File: src/rtl/rr_req_queue_bank.sv
// rr_req_queue_bank
//   Requester-side endpoint for a round-robin arbiter. N per-source FIFOs present
//   a request vector (FIFO non-empty) and the arbiter's grant index pops the
//   granted FIFO's head onto a single registered output.
//
// Parameters
//   N      number of sources / FIFOs (>= 2)
//   W      data width per entry
//   DEPTH  entries per FIFO (power of 2, >= 2)
//
// Ports
//   clk, rst          clock; asynchronous active-high reset
//   in_vld[N]         per-source push request
//   in_data[N*W]      per-source data, slice i = in_data[i*W +: W]
//   in_rdy[N]         per-source FIFO not full (registered state only)
//   req[N]            FIFO i non-empty (registered state only)
//   gnt_idx, gnt_vld  grant from the arbiter
//   out_vld           one-cycle pulse per pop
//   out_data, out_src popped entry and the FIFO it came from (hold when idle)
//
// Build option
//   REQ_GNT_ERR_EN    adds gnt_err (pulse) and gnt_err_sticky (cleared by rst
//                     only), flagging grants to an empty or nonexistent FIFO.
module rr_req_queue_bank #(
    parameter int unsigned N     = 4,
    parameter int unsigned W     = 32,
    parameter int unsigned DEPTH = 4
) (
    input  logic                 clk,
    input  logic                 rst,
    input  logic [N-1:0]         in_vld,
    input  logic [N*W-1:0]       in_data,
    output logic [N-1:0]         in_rdy,
    output logic [N-1:0]         req,
    input  logic [$clog2(N)-1:0] gnt_idx,
    input  logic                 gnt_vld,
`ifdef REQ_GNT_ERR_EN
    output logic                 gnt_err,
    output logic                 gnt_err_sticky,
`endif
    output logic                 out_vld,
    output logic [W-1:0]         out_data,
    output logic [$clog2(N)-1:0] out_src
);

    localparam int unsigned IW = $clog2(N);
    localparam int unsigned AW = $clog2(DEPTH);
    localparam int unsigned CW = AW + 1;

    logic [W-1:0]  r_mem  [N][DEPTH];
    logic [AW-1:0] r_wptr [N];
    logic [AW-1:0] r_rptr [N];
    logic [CW-1:0] r_cnt  [N];

    logic [N-1:0]  w_push;
    logic [N-1:0]  w_pop;
    logic          w_pop_any;
    logic [W-1:0]  w_head;

    logic          r_out_vld;
    logic [W-1:0]  r_out_data;
    logic [IW-1:0] r_out_src;

    // Pop decode compares gnt_idx against each legal index, so an index >= N or
    // a grant to an empty FIFO simply matches nothing.
    always_comb begin
        in_rdy    = '0;
        req       = '0;
        w_push    = '0;
        w_pop     = '0;
        w_head    = '0;
        for (int unsigned i = 0; i < N; i++) begin
            in_rdy[i] = (r_cnt[i] != CW'(DEPTH));
            req[i]    = (r_cnt[i] != '0);
            w_push[i] = in_vld[i] && in_rdy[i];
            w_pop[i]  = gnt_vld && (gnt_idx == IW'(i)) && req[i];
            if (w_pop[i]) begin
                w_head = r_mem[i][r_rptr[i]];
            end
        end
        w_pop_any = |w_pop;
    end

    // Storage array is not reset; pointers and counts define validity.
    always_ff @(posedge clk) begin
        for (int unsigned i = 0; i < N; i++) begin
            if (w_push[i]) begin
                r_mem[i][r_wptr[i]] <= in_data[i*W +: W];
            end
        end
    end

    always_ff @(posedge clk or posedge rst) begin
        if (rst) begin
            for (int unsigned i = 0; i < N; i++) begin
                r_wptr[i] <= '0;
                r_rptr[i] <= '0;
                r_cnt[i]  <= '0;
            end
        end else begin
            for (int unsigned i = 0; i < N; i++) begin
                if (w_push[i]) begin
                    r_wptr[i] <= r_wptr[i] + AW'(1);
                end
                if (w_pop[i]) begin
                    r_rptr[i] <= r_rptr[i] + AW'(1);
                end
                r_cnt[i] <= r_cnt[i] + CW'(w_push[i]) - CW'(w_pop[i]);
            end
        end
    end

    always_ff @(posedge clk or posedge rst) begin
        if (rst) begin
            r_out_vld  <= 1'b0;
            r_out_data <= '0;
            r_out_src  <= '0;
        end else begin
            r_out_vld <= w_pop_any;
            if (w_pop_any) begin
                r_out_data <= w_head;
                r_out_src  <= gnt_idx;
            end
        end
    end

    assign out_vld  = r_out_vld;
    assign out_data = r_out_data;
    assign out_src  = r_out_src;

`ifdef REQ_GNT_ERR_EN
    logic w_gnt_bad;
    logic r_gnt_err;
    logic r_gnt_err_sticky;

    // Any valid grant that did not pop was illegal (bad index or empty FIFO).
    assign w_gnt_bad = gnt_vld && !w_pop_any;

    always_ff @(posedge clk or posedge rst) begin
        if (rst) begin
            r_gnt_err        <= 1'b0;
            r_gnt_err_sticky <= 1'b0;
        end else begin
            r_gnt_err <= w_gnt_bad;
            if (w_gnt_bad) begin
                r_gnt_err_sticky <= 1'b1;
            end
        end
    end

    assign gnt_err        = r_gnt_err;
    assign gnt_err_sticky = r_gnt_err_sticky;
`endif

endmodule
File: config.mk
export PLATFORM = sky130hd
export DESIGN_NAME = rr_req_queue_bank
export DESIGN_NICKNAME = d
export VERILOG_FILES = /design/src/rtl/rr_req_queue_bank.sv
export SDC_FILE = /design/constraint.sdc
export NUM_CORES = 1
export LEC_CHECK = 0
export BUFFER_PORTS_ARGS = -buffer_cell sky130_fd_sc_hd__buf_2
export CAP_MARGIN = 20
export CORE_UTILIZATION = 40
export DETAILED_ROUTE_END_ITERATION = 7
export REMOVE_ABC_BUFFERS = 1
export SYNTH_ARGS = -nofsm -noshare
export SYNTH_HDL_FRONTEND = slang
export SYNTH_SLANG_ARGS = --single-unit
File: constraint.sdc
create_clock -name clk -period 3.03 [get_ports clk]
set_input_delay 0.1515 -clock clk [delete_from_list [all_inputs] [get_ports clk]]
set_output_delay 0.1515 -clock clk [all_outputs]
set_load 0.05 [all_outputs]
==> results of run 1 <==
metal layers:
metal / global-route usage [%] / wire length, um
met5: 0 / 18
met4: 6.65 / 1380
met3: 3.43 / 2110
met2: 26.5 / 22300
met1: 24.4 / 21600
flip-flops by register name, indices dropped and copies added, names as in the netlist:
signal,flops
out_vld,1
r_cnt,12
out_src,2
out_data,32
r_mem,512
r_wptr,8
r_rptr,8
worst register-to-register path: stages, from the launching register on:
cell and delay, ns:
dfrtp_1 0.43, or3_1 0.38, and4b_1 0.32, ha_1 0.32, inv_1 0.06, ha_1 0.13, inv_1 0.05, fa_1 0.39
xnor2_1 0.21, xnor2_1 0.15
cells by family after synthesis:
| group | after synthesis | share of synthesized area, % |
|---|---|---|
| flops | 575 | 77.3 |
| mux | 129 | 13.2 |
| compound gates | 101 | 3.44 |
| simple gates | 82 | 1.95 |
| buf+inv | 78 | 1.56 |
| fa+ha+maj | 28 | 1.73 |
| xor+xnor | 20 | 0.799 |
layout make-up:
| class | instances | area share, % |
|---|---|---|
| Sequential cell | 575 | 62.9 |
| Timing Repair Buffer | 351 | 9.45 |
| Inverter | 26 | 0.362 |
| Clock buffer | 74 | 5.79 |
| Multi-Input combinational cell | 360 | 17.2 |
| Clock inverter | 32 | 1.03 |
| Antenna cell | 3 | 0.0278 |
| Tap cell | 696 | 3.23 |
cells in the final DEF, fill, tap and decap left out, drive strengths merged, types with 8 or more instances in the layout:
cell type	n
edfxtp	512
nor2	8
clkinv	20
a21o	29
inv	28
ha	24
nand2	44
dfrtp	63
and3	16
clkbuf	74
dlygate4sd3	134
mux4	128
buf	217
a22oi	58
xnor2	15
per-stage QoR:
stage / setup WS, ns / util, % / std cells / cell area, um^2 / TNS [ns]
finish: 0.521 / 49.9 / 2117 / 27000 / 0
global route: 0.385 / 49.9 / 2117 / 27000 / 0
CTS: 0.526 / 49.9 / 2114 / 27000 / 0
detailed placement: 0.542 / 44.0 / 1874 / 23800 / 0
global placement: 0.647 / 44.0 / 1874 / 23800 / 0
floorplan: -1.88 / - / 961 / 21700 / -59.22
worst max path at each step:
stage | from | endpoint | slack (ns) | cells after the start
3_3_place_gp | r_cnt[4]$_DFF_PP0_ | r_cnt[5]$_DFF_PP0_ | 0.65 | 9
4_1_cts | r_cnt[4]$_DFF_PP0_ | r_cnt[5]$_DFF_PP0_ | 0.53 | 9
5_1_grt | r_cnt[4]$_DFF_PP0_ | r_cnt[5]$_DFF_PP0_ | 0.38 | 9
2_1_floorplan | r_cnt[11]$_DFF_PP0_ | r_cnt[10]$_DFF_PP0_ | -1.88 | 6
3_5_place_dp | r_cnt[4]$_DFF_PP0_ | r_cnt[5]$_DFF_PP0_ | 0.54 | 9
6_report | r_cnt[4]$_DFF_PP0_ | r_cnt[5]$_DFF_PP0_ | 0.52 | 9
power by group through the flow:
| stage | Clock [uW] | Combinational [uW] | Sequential (uW) |
|---|---|---|---|
| after floorplan | 0 | 3680 | 12500 |
| after global placement | 0 | 7200 | 11300 |
| after detailed placement | 0 | 7280 | 11400 |
| final | 6880 | 7280 | 11200 |
| after global routing | 7330 | 7810 | 11400 |
| after CTS | 7040 | 7450 | 11300 |
repair_timing:
item                      in CTS  in global routing
hold buffers                 134                  0
resized for setup              0                  0
hold endpoints to repair     584                  0
==> out/summary.txt, run 1 <==
Outcome -> complete, no violations
Die Height -> 236 um
Hold Path End -> r_cnt[9]$_DFF_PP0_
Count of different cell masters after synthesis -> 32
R2R Path Start -> r_cnt[4]$_DFF_PP0_
Register area -> 0.0170 mm^2
DR vias/cell -> 5.11
Power, Total -> 25400 uW
Port buffer count -> 179
Drt first pass iters -> 5
Synth top area share -> 70.1%
Syn. warnings -> 0
Netlist Area Pre-Place -> 0.0219 mm^2
Nets -> 1535
RSZ-0062 raised after global routing -> no
Crit Path Class -> flip-flop to flip-flop
Die width -> 236 um
Int Pwr -> 17500 uW
Switching power total -> 7870 uW
WL/cell -> 22.4 um
Detailed Route WL -> 47.4 mm
Count leader, synth -> edfxtp_1
Remaining DRCs -> 0
Final min period -> 2.51 ns
Worst rel slew slack -> 40.2%
Hold Slack -> 0.288 ns
Placer Congestion -> 0.770
Worst reg-to-reg setup slack -> 0.52 ns
Crit path launch type -> flip-flop
Clock Skews -> 0.0196 ns
TritonCTS clock tree -> yes
Arrival @ worst endpoint -> 3.03 ns
IO Pins -> 180
GRT Total Usage -> 17.3%
Leak Pwr -> 0.00969 uW
Combinational fraction of design power -> 28.6%
H-tree levels -> 2
Crit share post-route -> 82.8%
Std cell rows -> 85
Synth Register Bits -> 575
Worst path cell trace -> or3_1 > and4b_1 > ha_1 > inv_1 > ha_1 > inv_1 > fa_1 > xnor2_1 > xnor2_1
Hpwl dp -> 31.0 mm
Via count -> 10800
CTS Sinks -> 575
First-pass GRT wire length -> 71.3 mm
Slowest Stage Delay on Critical Path -> 0.43 ns
Post-synth ARST share -> 11.0%
Total power divided by cell area -> 943 mW/mm^2
Clock power share -> 27.1%
Post-synth EDFFs -> 512
Hold Crit Depth -> 5
Measured slew at the worst slew-check pin -> 0.896 ns
Final hold violations -> 0
Synth top cells by count -> 512 x edfxtp_1, 128 x mux4_2, 63 x dfrtp_1, 58 x a22oi_1, 44 x nand2_1
Crit path max fanout -> 9
Bufs and invs on worst path -> 2
Worst path slowest cell -> dfrtp_1
Max-cap violations -> 0
Routed Antenna Nets -> 0
Synth area leader -> edfxtp_1
Number of global-route vias before repair -> 11400
Post-synthesis instance total -> 1013
Final setup fails -> 0
Clock buffer depth -> 3
Core Area -> 0.0540 mm^2
Pins Over Slew Limit -> 0
Syn_area_per_cell -> 21.6 um^2
Delay-heaviest family, CP -> adder cells
Most used DFF post-synth -> edfxtp_1
DRT iter0 DRCs -> 939
Register area share after synthesis -> 77.3%
Worst skew pair latency -> 0.61 ns
Synth top area cells -> edfxtp_1 70%, mux4_2 13%, dfrtp_1 7.2%
Die area -> 0.0557 mm^2
Footprint of the multi-input gates -> 0.00465 mm^2
CTS buffer count -> 56
Worst min path class -> primary input to flip-flop
Antenna violations before repair -> 5
Power share of the sequential group -> 44.3%
Peak VDD IR -> 0.000482 V
Fill count -> 4426
WP data required -> 3.55 ns
Setup crit end kind -> flip-flop
Initial Utilization -> 40.6%
CTS Root Cell -> clkbuf_16
Max Freq -> 0.399 GHz
Hold path startpoint -> gnt_idx[1]
Path depth of the worst reg2reg path -> 9
Grt ovf -> 0
Largest net degree at the start of global routing -> 64
Net Sw Frac -> 31.0%
Layout cells sized above 1 -> 31.6%
P&R area growth vs syn -> 23.0%
Clk slew on worst S/H paths -> 0.06 ns
Setup repair bufs after CTS -> 0
Worst r2r dst -> r_cnt[5]$_DFF_PP0_
Power figures use the tool's default switching activity.
==> run 2: changes to the inputs <==
==> constraint.sdc (replaced) <==
create_clock -name clk -period 2.55 [get_ports clk]
set_input_delay 0.1275 -clock clk [delete_from_list [all_inputs] [get_ports clk]]
set_output_delay 0.1275 -clock clk [all_outputs]
set_load 0.05 [all_outputs]
==> out/summary.txt, run 2 (same netlist as run 1, synthesis figures left out) <==
Outcome -> complete, no violations
Worst reg-to-reg setup slack -> 0.18 ns
Detailed Route WL -> 46.7 mm
Worst rel slew slack -> 61.6%
Crit path launch type -> flip-flop
Final setup fails -> 0
Pins Over Slew Limit -> 0
Number of global-route vias before repair -> 11300
CTS Sinks -> 575
Final Util -> 49.8%
Antenna violations before repair -> 5
Clk slew on worst S/H paths -> 0.06 ns
Port buffer count -> 179
Nets -> 1537
RSZ-0062 raised after global routing -> no
Std cell rows -> 85
CTS buffer count -> 55
Total power divided by cell area -> 1110 mW/mm^2
Setup TNS -> 0 ns
R2R Path Start -> r_cnt[4]$_DFF_PP0_
Leak Pwr -> 0.00965 uW
Final hold violations -> 0
IO Pins -> 180
Clock power share -> 26.0%
Die area -> 0.0557 mm^2
First-pass GRT wire length -> 70.6 mm
Grt ovf -> 0
Routed Antenna Nets -> 0
Clock buffer depth -> 3
Switching power total -> 9170 uW
Most frequent cells in the layout -> 512 x edfxtp_1, 179 x buf_2, 134 x dlygate4sd3_1
Largest net degree at the start of global routing -> 40
Path depth of the worst reg2reg path -> 9
Most common cell after layout, fill and taps aside -> edfxtp_1
Hpwl dp -> 31.1 mm
Layout cells sized above 1 -> 30.6%
Die width -> 236 um
Largest register FFs -> 512
Setup repair bufs after CTS -> 0
Crit Path Class -> flip-flop to flip-flop
Power share of the sequential group -> 44.9%
Net Sw Frac -> 30.7%
Clock Skews -> 0.0213 ns
Dpl cells -> 1877
Fill count -> 4456
Max Freq -> 0.422 GHz
Int Pwr -> 20700 uW
Hold Slack -> 0.111 ns
Power, Total -> 29800 uW
Crit share post-route -> 92.9%
Worst r2r dst -> r_cnt[5]$_DFF_PP0_
Setup crit end kind -> flip-flop
Initial Utilization -> 40.6%
Measured slew at the worst slew-check pin -> 0.576 ns
H-tree levels -> 2
WP data required -> 3.06 ns
Placer Congestion -> 0.838
Via count -> 10800
Core Area -> 0.0540 mm^2
Arrival @ worst endpoint -> 2.88 ns
Drt first pass iters -> 5
WL/cell -> 22.1 um
GRT Total Usage -> 17.0%
Crit path max fanout -> 4
CTS Root Cell -> clkbuf_16
DRT iter0 DRCs -> 900
Fin cells -> 2114
Worst min path class -> primary input to async pin
DR vias/cell -> 5.11
Worst skew pair latency -> 0.60 ns
Peak VDD IR -> 0.000540 V
Combinational fraction of design power -> 29.0%
Die Height -> 236 um
TritonCTS clock tree -> yes
Final min period -> 2.37 ns
Remaining DRCs -> 0
P&R area growth vs syn -> 22.7%
Max-cap violations -> 0
run 2: cell count changes in the layout (fill, tap and decap cells not counted), sizes merged:
cell / before / now
inv: 28 / 29
bufinv: 4 / 3
clkinvlp: 6 / 2
clkbuf: 74 / 83
buf: 217 / 220
clkinv: 20 / 10
diode: 3 / 2
run 2: timing repair:
action	4_1_cts	5_1_grt
hold endpoints to repair	555	0
endpoints found under the setup margin	0	0
gates resized for setup	0	0
hold buffers	134	0
run 2: area by class of cell:
type | count | area [um^2] | share of cell area, %
repair buffers | 354 | 2620 | 9.74
clock inverters | 18 | 175 | 0.651
well taps | 696 | 871 | 3.24
multi-input cells | 360 | 4650 | 17.3
inverters | 26 | 97.6 | 0.363
diodes | 2 | 5.00 | 0.0186
clock buffers | 83 | 1530 | 5.69
flip-flops and latches | 575 | 17000 | 63.0
run 2: power by group through the flow:
stage | combinational, uW | sequential (uW) | clock [uW]
floorplan | 4370 | 14900 | 0
global placement | 8560 | 13500 | 0
detailed placement | 8640 | 13600 | 0
CTS | 8850 | 13400 | 7970
global route | 9320 | 13600 | 8320
finish | 8660 | 13400 | 7760
run 2: per-layer routing:
| metal | vias to the layer above | wire [um] | global-route usage (%) |
|---|---|---|---|
| li1 | 4867 | - | - |
| met2 | 227 | 22400 | 26.6 |
| met4 | 6 | 930 | 4.97 |
| met1 | 5637 | 21000 | 24.1 |
| met3 | 64 | 2280 | 3.38 |
| met5 | - | 34 | 0 |
run 2: critical path, stage by stage (launching register included):
cell	delay, ns
dfrtp_1	0.43
or3_1	0.38
and4b_1	0.22
ha_1	0.28
inv_1	0.06
ha_1	0.15
inv_1	0.06
fa_1	0.39
xnor2_1	0.19
xnor2_1	0.14
run 2: how the worst max path moves through the flow:
stage,startpoint,to,slack (ns)
6_report,r_cnt[4]$_DFF_PP0_,r_cnt[5]$_DFF_PP0_,0.18
5_1_grt,r_cnt[4]$_DFF_PP0_,r_cnt[5]$_DFF_PP0_,0.08
4_1_cts,r_cnt[1]$_DFF_PP0_,r_cnt[2]$_DFF_PP0_,0.22
3_5_place_dp,r_cnt[1]$_DFF_PP0_,r_cnt[2]$_DFF_PP0_,0.23
3_3_place_gp,r_cnt[4]$_DFF_PP0_,r_cnt[5]$_DFF_PP0_,0.31
2_1_floorplan,r_cnt[11]$_DFF_PP0_,r_cnt[10]$_DFF_PP0_,-2.36
run 2: metrics by stage:
step	area [um^2]	worst slack (ns)
final	26900	0.181
after global routing	26900	0.0782
after CTS	26900	0.218
after detailed placement	23800	0.228
after global placement	23800	0.308
after floorplan	21700	-2.36
==> run 3: changes to the inputs <==
--- a/config.mk
+++ b/config.mk
@@ -9,7 +9,6 @@
 export CAP_MARGIN = 20
 export CORE_UTILIZATION = 40
 export DETAILED_ROUTE_END_ITERATION = 7
-export REMOVE_ABC_BUFFERS = 1
 export SYNTH_ARGS = -nofsm -noshare
 export SYNTH_HDL_FRONTEND = slang
 export SYNTH_SLANG_ARGS = --single-unit
==> out/summary.txt, run 3 (same netlist as run 1, synthesis figures left out) <==
Outcome -> complete, no violations
TritonCTS clock tree -> yes
Crit path launch type -> flip-flop
Die area -> 0.0557 mm^2
Worst reg-to-reg setup slack -> 0.23 ns
Clock buffer depth -> 3
Drt first pass iters -> 5
Crit path max fanout -> 4
Worst r2r dst -> r_cnt[5]$_DFF_PP0_
DRT iter0 DRCs -> 862
Total power divided by cell area -> 1120 mW/mm^2
Largest net degree at the start of global routing -> 44
Worst skew pair latency -> 0.60 ns
Initial Utilization -> 40.6%
Design Area, Final -> 0.0272 mm^2
Setup crit end kind -> flip-flop
Via count -> 11000
H-tree levels -> 2
Hold Slack -> 0.148 ns
Most frequent cells in the layout -> 512 x edfxtp_1, 179 x buf_2, 134 x dlygate4sd3_1
Placer Congestion -> 0.753
Die width -> 236 um
Worst path slowest cell -> dfrtp_1
WL/cell -> 23.8 um
Bufs and invs on worst path -> 2
Remaining DRCs -> 0
Number of global-route vias before repair -> 11600
First-pass GRT wire length -> 75.2 mm
Worst min path class -> primary input to async pin
P&R area growth vs syn -> 24.0%
Largest register FFs -> 512
Syn nets -> 1178
Fill count -> 4410
CTS Root Cell -> clkbuf_16
R2R Path Start -> r_cnt[4]$_DFF_PP0_
Std cell rows -> 85
Delay-heaviest family, CP -> adder cells
Crit share post-route -> 91.2%
Leak Pwr -> 0.00972 uW
Peak VDD IR -> 0.000678 V
Clk slew on worst S/H paths -> 0.06 ns
Max Freq -> 0.430 GHz
Final hold violations -> 0
Layout cells sized above 1 -> 32.1%
CTS buffer count -> 57
Routed Antenna Nets -> 0
Hpwl dp -> 33.2 mm
GRT Total Usage -> 18.4%
Grt ovf -> 0
Placed standard-cell area -> 0.0241 mm^2
Detailed Route WL -> 50.3 mm
DR vias/cell -> 5.21
Final min period -> 2.32 ns
Slowest Stage Delay on Critical Path -> 0.45 ns
Clock Skews -> 0.0104 ns
IO Pins -> 180
Final Util -> 50.3%
Die Height -> 236 um
CTS Sinks -> 575
Nets -> 1535
Max-cap violations -> 0
Crit Path Class -> flip-flop to flip-flop
Port buffer count -> 179
Worst path cell trace -> or3_4 > and4b_2 > ha_4 > inv_2 > ha_4 > inv_2 > fa_2 > xnor2_2 > xnor2_1
Final setup fails -> 0
WP data required -> 3.03 ns
Arrival @ worst endpoint -> 2.81 ns
RSZ-0062 raised after global routing -> no
Worst rel slew slack -> 62.0%
Path depth of the worst reg2reg path -> 9
Antenna violations before repair -> 4
Most common cell after layout, fill and taps aside -> edfxtp_1
Pins Over Slew Limit -> 0
Setup repair bufs after CTS -> 0
Measured slew at the worst slew-check pin -> 0.570 ns
Core Area -> 0.0540 mm^2
Setup TNS -> 0 ns
==> run 3: metrics by stage <==
step	worst slack (ns)	cells	power (uW)
2_1_floorplan	-0.0692	1013	19500
3_3_place_gp	0.274	1873	22500
3_5_place_dp	0.230	1873	22700
4_1_cts	0.217	2112	30900
5_1_grt	0.139	2114	31800
6_report	0.226	2117	30500
==> run 3: how the worst max path moves through the flow <==
stage                                  start                  to  slack [ns]  cells past startpoint
after floorplan           r_cnt[0]$_DFF_PP0_  r_cnt[2]$_DFF_PP0_       -0.07                     11
after global placement    r_cnt[3]$_DFF_PP0_  r_cnt[5]$_DFF_PP0_        0.27                      9
after detailed placement  r_cnt[4]$_DFF_PP0_  r_cnt[5]$_DFF_PP0_        0.23                      9
after CTS                 r_cnt[4]$_DFF_PP0_  r_cnt[5]$_DFF_PP0_        0.22                      9
after global routing      r_cnt[4]$_DFF_PP0_  r_cnt[5]$_DFF_PP0_        0.14                      9
final                     r_cnt[4]$_DFF_PP0_  r_cnt[5]$_DFF_PP0_        0.23                      9
==> run 3: metal layers <==
layer / vias to the layer above / track usage, % / part of all wire, % / routed length (um)
met5: - / 0 / 0.026 / 13
met4: 2 / 4.99 / 1.9 / 935
met3: 64 / 3.73 / 5.4 / 2730
met2: 279 / 29.6 / 48 / 24300
met1: 5811 / 25.6 / 44 / 22300
li1: 4882 / - / - / -
==> run 3: what timing repair did <==
item	in CTS	in global routing
endpoints found under the hold margin	556	0
hold buffers	134	0
resized for setup	0	0
endpoints found under the setup margin	0	0
==> run 3: layout make-up <==
type / count / area [um^2] / share of cell area, %
flip-flops and latches: 575 / 17000 / 62.4
diodes: 5 / 12.5 / 0.0460
clock buffers: 84 / 1600 / 5.88
well taps: 696 / 871 / 3.20
multi-input cells: 360 / 4710 / 17.3
repair buffers: 350 / 2750 / 10.1
clock inverters: 21 / 173 / 0.635
inverters: 26 / 97.6 / 0.359
==> run 3: where the power goes <==
group          switching [uW]  internal (uW)  total [uW]
clock                    3400           4620        8020
sequential                777          12600       13400
combinational            5300           3790        9090
total                    9470          21000       30500
==> run 3: worst min-delay path, cell delays in order <==
cell	delay (ns)
dlygate4sd3_1	0.55
buf_2	0.13
inv_2	0.39
